[src/rtl/timer_8bit.sv]
// 8-bit programmable up/down timer behind an APB slave interface.
// The timer counts on a prescaled pclk tick, can be reloaded from TDR, and
// latches sticky overflow and underflow flags in TSR.
`timescale 1ns/1ps

module timer_8bit #(
  parameter int unsigned ADDR_W = 8,
  parameter int unsigned DATA_W = 8
) (
  input  logic              pclk,
  input  logic              presetn,
  input  logic              psel,
  input  logic              penable,
  input  logic              pwrite,
  input  logic [ADDR_W-1:0] paddr,
  input  logic [DATA_W-1:0] pwdata,
  output logic [DATA_W-1:0] prdata,
  output logic              pready,
  output logic              pslverr
);

  localparam logic [1:0] AddrTdr  = 2'd0;
  localparam logic [1:0] AddrTcr  = 2'd1;
  localparam logic [1:0] AddrTsr  = 2'd2;
  localparam logic [1:0] AddrTcnt = 2'd3;

  // Programmer-visible state
  logic [7:0]        r_tdr;
  logic [7:0]        r_tcnt;
  logic              r_load;
  logic              r_down;
  logic              r_en;
  logic [1:0]        r_cks;
  logic              r_ovf;
  logic              r_udf;
  logic [3:0]        r_psc;
  logic [DATA_W-1:0] r_prdata;

  logic              w_access;
  logic              w_addr_ok;
  logic              w_wr;
  logic              w_setup_rd;
  logic              w_tdr_wr;
  logic              w_tcr_wr;
  logic              w_tsr_wr;
  logic              w_run;
  logic [3:0]        w_psc_last;
  logic              w_tick;
  logic              w_ovf_set;
  logic              w_udf_set;
  logic [DATA_W-1:0] w_rdata;

  // APB decode; anything above TCNT is an error and must have no side effect
  assign w_access   = psel & penable;
  assign w_addr_ok  = (paddr <= ADDR_W'(3));
  assign w_wr       = w_access & pwrite & w_addr_ok;
  assign w_setup_rd = psel & ~penable & ~pwrite;
  assign w_tdr_wr   = w_wr & (paddr[1:0] == AddrTdr);
  assign w_tcr_wr   = w_wr & (paddr[1:0] == AddrTcr);
  assign w_tsr_wr   = w_wr & (paddr[1:0] == AddrTsr);

  assign pready  = w_access;
  assign pslverr = w_access & ~w_addr_ok;
  assign prdata  = r_prdata;

  // Prescaler terminal count N-1 where N = 2^(CKS+1)
  always_comb begin
    w_psc_last = 4'd1;
    case (r_cks)
      2'd0:    w_psc_last = 4'd1;
      2'd1:    w_psc_last = 4'd3;
      2'd2:    w_psc_last = 4'd7;
      default: w_psc_last = 4'd15;
    endcase
  end

  assign w_run     = r_en & ~r_load;
  assign w_tick    = w_run & (r_psc == w_psc_last);
  assign w_ovf_set = w_tick & ~r_down & (r_tcnt == 8'hFF);
  assign w_udf_set = w_tick & r_down & (r_tcnt == 8'h00);

  // Load-value and control registers
  always_ff @(posedge pclk or negedge presetn) begin
    if (!presetn) begin
      r_tdr  <= 8'h00;
      r_load <= 1'b0;
      r_down <= 1'b0;
      r_en   <= 1'b0;
      r_cks  <= 2'd0;
    end else begin
      if (w_tdr_wr) begin
        r_tdr <= pwdata[7:0];
      end
      if (w_tcr_wr) begin
        r_load <= pwdata[7];
        r_down <= pwdata[5];
        r_en   <= pwdata[4];
        r_cks  <= pwdata[1:0];
      end
    end
  end

  // Prescaler: free-runs while counting is enabled; a CKS change mid-count
  // takes effect once the 4-bit counter naturally reaches the new terminal value
  always_ff @(posedge pclk or negedge presetn) begin
    if (!presetn) begin
      r_psc <= 4'd0;
    end else if (!w_run || w_tick) begin
      r_psc <= 4'd0;
    end else begin
      r_psc <= r_psc + 4'd1;
    end
  end

  // Counter: load has priority over counting
  always_ff @(posedge pclk or negedge presetn) begin
    if (!presetn) begin
      r_tcnt <= 8'h00;
    end else if (r_load) begin
      r_tcnt <= r_tdr;
    end else if (w_tick) begin
      r_tcnt <= r_down ? r_tcnt - 8'd1 : r_tcnt + 8'd1;
    end
  end

  // Sticky flags, write-0-to-clear; a hardware set beats a same-cycle clear
  always_ff @(posedge pclk or negedge presetn) begin
    if (!presetn) begin
      r_ovf <= 1'b0;
      r_udf <= 1'b0;
    end else begin
      r_ovf <= w_ovf_set | (r_ovf & ~(w_tsr_wr & ~pwdata[0]));
      r_udf <= w_udf_set | (r_udf & ~(w_tsr_wr & ~pwdata[1]));
    end
  end

  // Read mux; out-of-range addresses return zero
  always_comb begin
    w_rdata = '0;
    if (w_addr_ok) begin
      case (paddr[1:0])
        AddrTdr:  w_rdata[7:0] = r_tdr;
        AddrTcr:  w_rdata[7:0] = {r_load, 1'b0, r_down, r_en, 2'b00, r_cks};
        AddrTsr:  w_rdata[7:0] = {6'd0, r_udf, r_ovf};
        AddrTcnt: w_rdata[7:0] = r_tcnt;
        default:  w_rdata[7:0] = 8'h00;
      endcase
    end
  end

  // Read data is captured in the setup phase and held through the access phase
  always_ff @(posedge pclk or negedge presetn) begin
    if (!presetn) begin
      r_prdata <= '0;
    end else if (w_setup_rd) begin
      r_prdata <= w_rdata;
    end
  end

endmodule

[config.mk]
export PLATFORM = sky130hd
export DESIGN_NAME = timer_8bit
export DESIGN_NICKNAME = d
export VERILOG_FILES = /design/src/rtl/timer_8bit.sv
export SDC_FILE = /design/constraint.sdc
export NUM_CORES = 1
export LEC_CHECK = 0
export ABC_AREA = 1
export BUFFER_PORTS_ARGS = -buffer_cell sky130_fd_sc_hd__buf_2
export CORE_ASPECT_RATIO = 0.9
export CORE_UTILIZATION = 51
export CTS_CLUSTER_SIZE = 12
export DETAILED_ROUTE_END_ITERATION = 6
export GPL_TIMING_DRIVEN = 1
export MAX_ROUTING_LAYER = met4
export PLACE_DENSITY = 0.8
export SYNTH_ARGS = -nofsm -noshare
export SYNTH_HDL_FRONTEND = slang
export SYNTH_SLANG_ARGS = --single-unit
[constraint.sdc]
create_clock -name pclk -period 1.74 [get_ports pclk]
set_input_delay 0.174 -clock pclk [delete_from_list [all_inputs] [get_ports pclk]]
set_output_delay 0.174 -clock pclk [all_outputs]
set_load 0.01 [all_outputs]
==> results of run 1 <==
==> final cells by class <==
class,instances,area share [%]
inverters,48,7.21
repair buffers,40,8.88
flip-flops and latches,35,34.6
clock buffers,6,3.26
multi-input cells,197,43.5
well taps,48,2.37
clock inverters,1,0.197
==> state kept, by name, indices dropped and copies added, names as in the netlist, 2 cells and up <==
name    flops
r_cks       2
r_tdr       8
prdata      8
r_tcnt      8
r_psc       4
==> metal layers <==
| metal | up-vias | routed length [um] | global-route usage [%] |
|---|---|---|---|
| met1 | 921 | 2240 | 35.3 |
| met2 | 71 | 2450 | 37.6 |
| met5 | - | 0 | - |
| met4 | 0 | 62 | 7.40 |
| met3 | 7 | 383 | 6.56 |
| li1 | 993 | - | - |
==> worst register-to-register path, delay by kind of cell, from the launching register on <==
family | cells | cell delay, ns
flops | 1 | 0.42
compound gates | 1 | 0.08
simple gates | 7 | 0.50
fa+ha+maj | 1 | 0.27
buf+inv | 2 | 0.29
==> repair_timing <==
item	4_1_cts	5_1_grt
gates resized for setup	0	10
hold buffers	1	0
endpoints found under the hold margin	35	0
endpoints found under the setup margin	0	5
setup buffers	0	4
==> cells by family after synthesis <==
| group | Yosys count |
|---|---|
| adder cells (fa/ha/maj) | 8 |
| buffers and inverters | 52 |
| flip-flops | 35 |
| AND/OR/NAND/NOR | 143 |
| XOR/XNOR | 4 |
| AO/OA/AOI/OAI | 42 |
==> worst paths after layout <==
kind                                        from                    end  slack, ns  cells past startpoint
max                           r_down$_DFFE_PN0P_  r_tcnt[3]$_DFFE_PN0P_       0.08                     11
min                                    pwdata[3]   r_tdr[3]$_DFFE_PN0P_       0.11                      3
max reg2reg                   r_down$_DFFE_PN0P_  r_tcnt[3]$_DFFE_PN0P_       0.08                     11
min reg2reg                prdata[6]$_DFFE_PN0P_  prdata[6]$_DFFE_PN0P_       0.49                      2
max in group asynchronous                presetn     r_down$_DFFE_PN0P_       0.95                      3
min in group asynchronous                presetn  r_tcnt[7]$_DFFE_PN0P_       0.45                      3
==> layout by cell type (no fill, tap or decap), types with 3 or more instances in the layout <==
cell type  instances
buf_4              8
inv_2              5
inv_1             41
buf_2             30
o21ai_1           19
nor3_1             3
o22ai_1            3
nand2_1           84
a21oi_1            5
clkbuf_8           6
nand3_1           24
xnor2_1            3
ha_1               5
o21ai_2            8
nor2_1            16
dfrtp_1           34
a22o_1             3
==> power by group <==
group	switching, mW	total, mW	internal, mW
combinational	0.0822	0.128	0.0457
clock	0.283	0.593	0.310
sequential	0.00755	0.828	0.821
==> stage by stage <==
stage               setup slack (ns)  power [mW]  utilization [%]  hold WS (ns)  instances
global route                 -0.0310        1.62             62.2         0.123        375
detailed placement            0.0264       0.966             58.3         0.242        363
global placement               0.117       0.962             58.3         0.239        363
CTS                           0.0169        1.56             60.7         0.112        371
finish                        0.0774        1.55             62.2         0.115        375
floorplan                      0.202       0.905                -        -0.122        284
==> flow_summary.toml, run 1 <==
[timing]
timing.fmax_mhz = 601
fin_crit_sh_pct = 95.6
period_minus_slack_ns = 1.66
slew_headroom_pct = 69.5
setup_viol = 0
maxSlewViolCount = 0
tns_ns = 0
fin_worst_skew_ns = 0.00504
tightest_slew_ns = 0.457
hold_viol = 0

[die]
fp.dieArea_sq_mm = 0.00448
die_w_um = 70.5
core_area_sq_mm = 0.00407
start_util_pct = 52.8
row_count = 22
chipHeight_um = 63.6
io_pins = 31

[synthesis]
synth_fp_nets = 313
synth-async-reset-ratio_pct = 100
ys.flop_type = "dfrtp_1"
muxShareOfSynthArea_pct = 0
yosysTopAreaCell = "dfrtp_1"
synth_top_family_by_area = "simple AND/OR/NAND/NOR gates"
synth_edf_count = 0
syn_area_sq_mm = 0.00215
ys_warn_count = 0
synth.most_common_cell = "nand2_1"
syn_inst = 284
yosys-top-cells-area = "dfrtp_1, nand2_1, inv_1"
synth-xor-area-share_pct = 1.63
synth_compound_area_share_pct = 12.0
syn_avg_cell_area_sq_um = 7.58
synthSimpleGateAreaFrac_pct = 31.0
synth_fa_ha_area_share_pct = 5.00
synth_common_cells = "nand2_1, inv_1, dfrtp_1"
synthDistinctLibCells = 33
yosysSeqAreaShare_pct = 40.7
ys_ff_latch = 35
synth_top_area_share_pct = 40.7

[critical_path]
end_kind = "flop"
critPathLaunchType = "flop"
crit_fanout = 4
cp_slowest_cell = "dfrtp_2"
crit_type = "reg2reg"
cp.arrival_ns = 1.85
cpPeakStageDelay_ns = 0.42
path_cells = "clkbuf_2 > buf_4 > ha_1 > nand2_1 > nand2_2 > nand2_1 > nand2_1 > nand3_1 > o21ai_1 > nand2_1 > nand2_1"
path_common_cell = "nand2_1"
critical_path.top_delay_family = "simple AND/OR/NAND/NOR gates"
required_ns = 1.92
critPathBufInv = 2

[clock_network]
clockBufferDepth = 2
cts_root_buf = "clkbuf_8"
clk_latency_ns = 0.29
cts_max_level = 2
cts_tree = "yes"
clock_sinks = 35
cts_buffers = 5
clkTransAtPathRegs_ns = 0.07

[drt]
ant_nets = 0
drt_iter0_markers = 164
routed_wirelength_um = 5140
viasPerCell = 5.31
vias = 1992
post_drt_wl_per_cell_um = 13.7
drcViolationCount = 2
drt_first_pass_iters = 6

[pwr]
powerDensity_mw_per_mm2 = 611
p_leak_nw = 1.33
ir_drop_mv = 0.524

[status]
status = "finished, violations left"
violations = "DRC"

[worst_hold_path]
hold_class = "in2reg"

[final_layout]
final_net_count = 356
synthToLayoutAreaGrowth_pct = 17.8
drive_gt1_share_pct = 23.2
fillers = 362
antenna_cells = 0
fin_area_sq_mm = 0.00253
regArea_sq_um = 877
multi_input_area_sq_mm = 0.00110

[job]
maxCapViolCount = 0

[global_route]
grt_pass1_vias = 1840
grtUsageTotal_pct = 25.7
grt_pass1_wl_um = 8630
grt_max_degree = 36
antenna_found_initial = 0
overflow = 0

[placement]
place.detailed.hpwl_um = 3790
gp_congestion = 0.958
dpl_cell_area_sq_mm = 0.00237
numPortBuffers = 30
Power figures use the tool's default switching activity.
==> run 2: changes to the inputs <==
Settings changed: ABC_AREA 1 to not set, PLACE_DENSITY 0.8 to 0.81.
==> flow_summary.toml, run 2 <==
[critical_path]
required_ns = 1.97
r2r_cells = 6
path_cells = "ha_1 > o21a_1 > o31a_1 > o21a_1 > or4_1 > nand3_1"
end_kind = "flop"
cpPeakStageDelay_ns = 0.51
critPathBufInv = 0
critical_path.top_delay_family = "simple AND/OR/NAND/NOR gates"
worstReg2RegEnd = "r_tcnt[6]$_DFFE_PN0P_"
crit_type = "reg2reg"
path_common_cell = "o21a_1"
critPathLaunchType = "flop"
rrSetupSlack_ns = -0.27
reg2reg_from = "r_down$_DFFE_PN0P_"
crit_fanout = 8
cp_slowest_cell = "dfrtp_2"
cp.arrival_ns = 2.24

[job]
maxCapViolCount = 0

[final_layout]
fin_area_sq_mm = 0.00260
regArea_sq_um = 877
fillers = 243
final_cell_mix = "dfrtp_1, buf_2, buf_4, nand2_1, mux2_2"
final_net_count = 283
drive_gt1_share_pct = 41.6
antenna_cells = 0
multi_input_area_sq_mm = 0.00114
layout_commonest_cell = "dfrtp_1"
synthToLayoutAreaGrowth_pct = 33.8

[pwr]
p_comb_share_pct = 11.6
clockPowerShare_pct = 35.1
powerDensity_mw_per_mm2 = 618
total_power_mw = 1.61
p_sw_uw = 401
swShare_pct = 24.9
p_leak_nw = 1.22
ir_drop_mv = 0.467
power_frac_seq_pct = 53.2
intPower_mw = 1.21

[timing]
tightest_slew_ns = 0.417
period_minus_slack_ns = 2.01
setup_viol = 7
fin_crit_sh_pct = 116
slew_headroom_pct = 72.1
tns_ns = -0.687
maxSlewViolCount = 0
timing.fmax_mhz = 498
grt_setup_unrepaired = "yes"
hold_viol = 0
setup_ws_ns = -0.270
fin_worst_skew_ns = 0.00661

[clock_network]
clkTransAtPathRegs_ns = 0.07
cts_tree = "yes"
cts_max_level = 2
cts_buffers = 5
clk_latency_ns = 0.29
cts_root_buf = "clkbuf_8"
clock_sinks = 35
clockBufferDepth = 2

[global_route]
grt_pass1_wl_um = 7960
overflow = 0
grtUsageTotal_pct = 28.1
grt_pass1_vias = 1659
antenna_found_initial = 0
grt_max_degree = 24

[worst_hold_path]
hold_depth = 2
hp-start = "pwdata[3]"
hold_class = "in2reg"
holdPathEnd = "r_tdr[3]$_DFFE_PN0P_"

[status]
status = "finished, violations left"
violations = "setup timing"

[die]
io_pins = 31
core_area_sq_mm = 0.00350
fp.dieArea_sq_mm = 0.00407
row_count = 20
die_w_um = 67.1
chipHeight_um = 60.6
start_util_pct = 55.5

[synthesis]
syn_avg_cell_area_sq_um = 10.3
synth-async-reset-ratio_pct = 100
ys_warn_count = 0
ys_ff_latch = 35
synthDistinctLibCells = 39
yosysSeqAreaShare_pct = 45.0
ys.flop_type = "dfrtp_1"
synth_common_cells = "dfrtp_1, nand2_1, mux2_2"
yosysTopAreaCell = "dfrtp_1"
syn_area_sq_mm = 0.00195
yosys-top-cells-area = "dfrtp_1, mux2_2, nand2_1"
syn_inst = 188
synth_fp_nets = 217
synth_top_area_share_pct = 45.0
synth_edf_count = 0
synth.most_common_cell = "dfrtp_1"

[drt]
ant_nets = 0
viasPerCell = 5.86
post_drt_wl_per_cell_um = 16.7
drt_iter0_markers = 155
drcViolationCount = 0
routed_wirelength_um = 4990
drt_first_pass_iters = 4
vias = 1753

[placement]
dpl_cell_area_sq_mm = 0.00238
place.detailed.hpwl_um = 3580
dpl_worst_slack_ns = -0.274
numPortBuffers = 30
gp_congestion = 0.860
run 2: cell types whose count changed after synthesis, moves of 9 or more:
cell,change
nand3_1,-24
mux2_2,+15
o21ai_1,-18
inv_1,-37
o21ai_0,+9
nand2_1,-61
run 2: cells by family (layout without fill, tap and decap cells):
group                    Yosys count  count (layout)  synth area share (%)
XOR/XNOR                           8               8                  3.60
adder cells (fa/ha/maj)            8               8                  5.53
buffers and inverters             11              78                  2.51
AO/OA/AOI/OAI                     46              46                  15.9
flip-flops                        35              35                  45.0
AND/OR/NAND/NOR                   62              62                  15.8
multiplexers                      18              18                  11.7
run 2: layer usage:
metal | part of all wire, % | track usage, % | vias up
met5 | 0 | - | -
met4 | 2.2 | 9.12 | 0
met3 | 8.6 | 7.52 | 14
met2 | 47 | 43.7 | 76
met1 | 42 | 35.7 | 833
li1 | - | - | 830
run 2: through the flow:
step	instances	util [%]	hold WS, ns
4_1_cts	298	72.6	0.112
3_5_place_dp	288	67.9	0.0719
6_report	299	74.3	0.114
3_3_place_gp	288	67.9	0.0662
5_1_grt	299	74.3	0.120
2_1_floorplan	188	-	-0.122
run 2: cell type report:
type	instances	share of cell area (%)
well taps	44	2.12
inverters	5	0.721
clock buffers	7	2.93
clock inverters	1	0.192
multi-input cells	142	43.8
flip-flops and latches	35	33.7
repair buffers	65	16.5
run 2: how the worst max path moves through the flow:
stage                    startpoint                     to  slack [ns]  depth (start not counted)
2_1_floorplan  r_cks[0]$_DFFE_PN0P_  r_tcnt[7]$_DFFE_PN0P_       -0.24                          6
3_5_place_dp     r_down$_DFFE_PN0P_  r_tcnt[7]$_DFFE_PN0P_       -0.27                          6
4_1_cts          r_down$_DFFE_PN0P_  r_tcnt[7]$_DFFE_PN0P_       -0.25                          7
3_3_place_gp     r_down$_DFFE_PN0P_  r_tcnt[7]$_DFFE_PN0P_       -0.24                          6
5_1_grt          r_down$_DFFE_PN0P_  r_tcnt[6]$_DFFE_PN0P_       -0.36                          6
6_report         r_down$_DFFE_PN0P_  r_tcnt[6]$_DFFE_PN0P_       -0.27                          6
run 2: worst reg2reg max path, stage by stage, from the launching register on:
cell and delay (ns):
dfrtp_2 0.51, ha_1 0.35, o21a_1 0.19, o31a_1 0.11
o21a_1 0.19, or4_1 0.49, nand3_1 0.10
run 2: repair_timing:
| action | CTS | global route |
|---|---|---|
| pin swaps | 6 | 3 |
| resized for setup | 16 | 9 |
| setup endpoints to repair | 8 | 10 |
| hold buffers | 1 | 0 |
| buffers inserted | 1 | 1 |
| hold endpoints to repair | 12 | 0 |
run 2: power by group through the flow:
stage	clock network, mW	registers, mW	logic (mW)
floorplan	0	0.866	0.0825
global placement	0	0.869	0.169
detailed placement	0	0.869	0.177
CTS	0.578	0.854	0.184
global route	0.607	0.857	0.207
finish	0.565	0.856	0.187
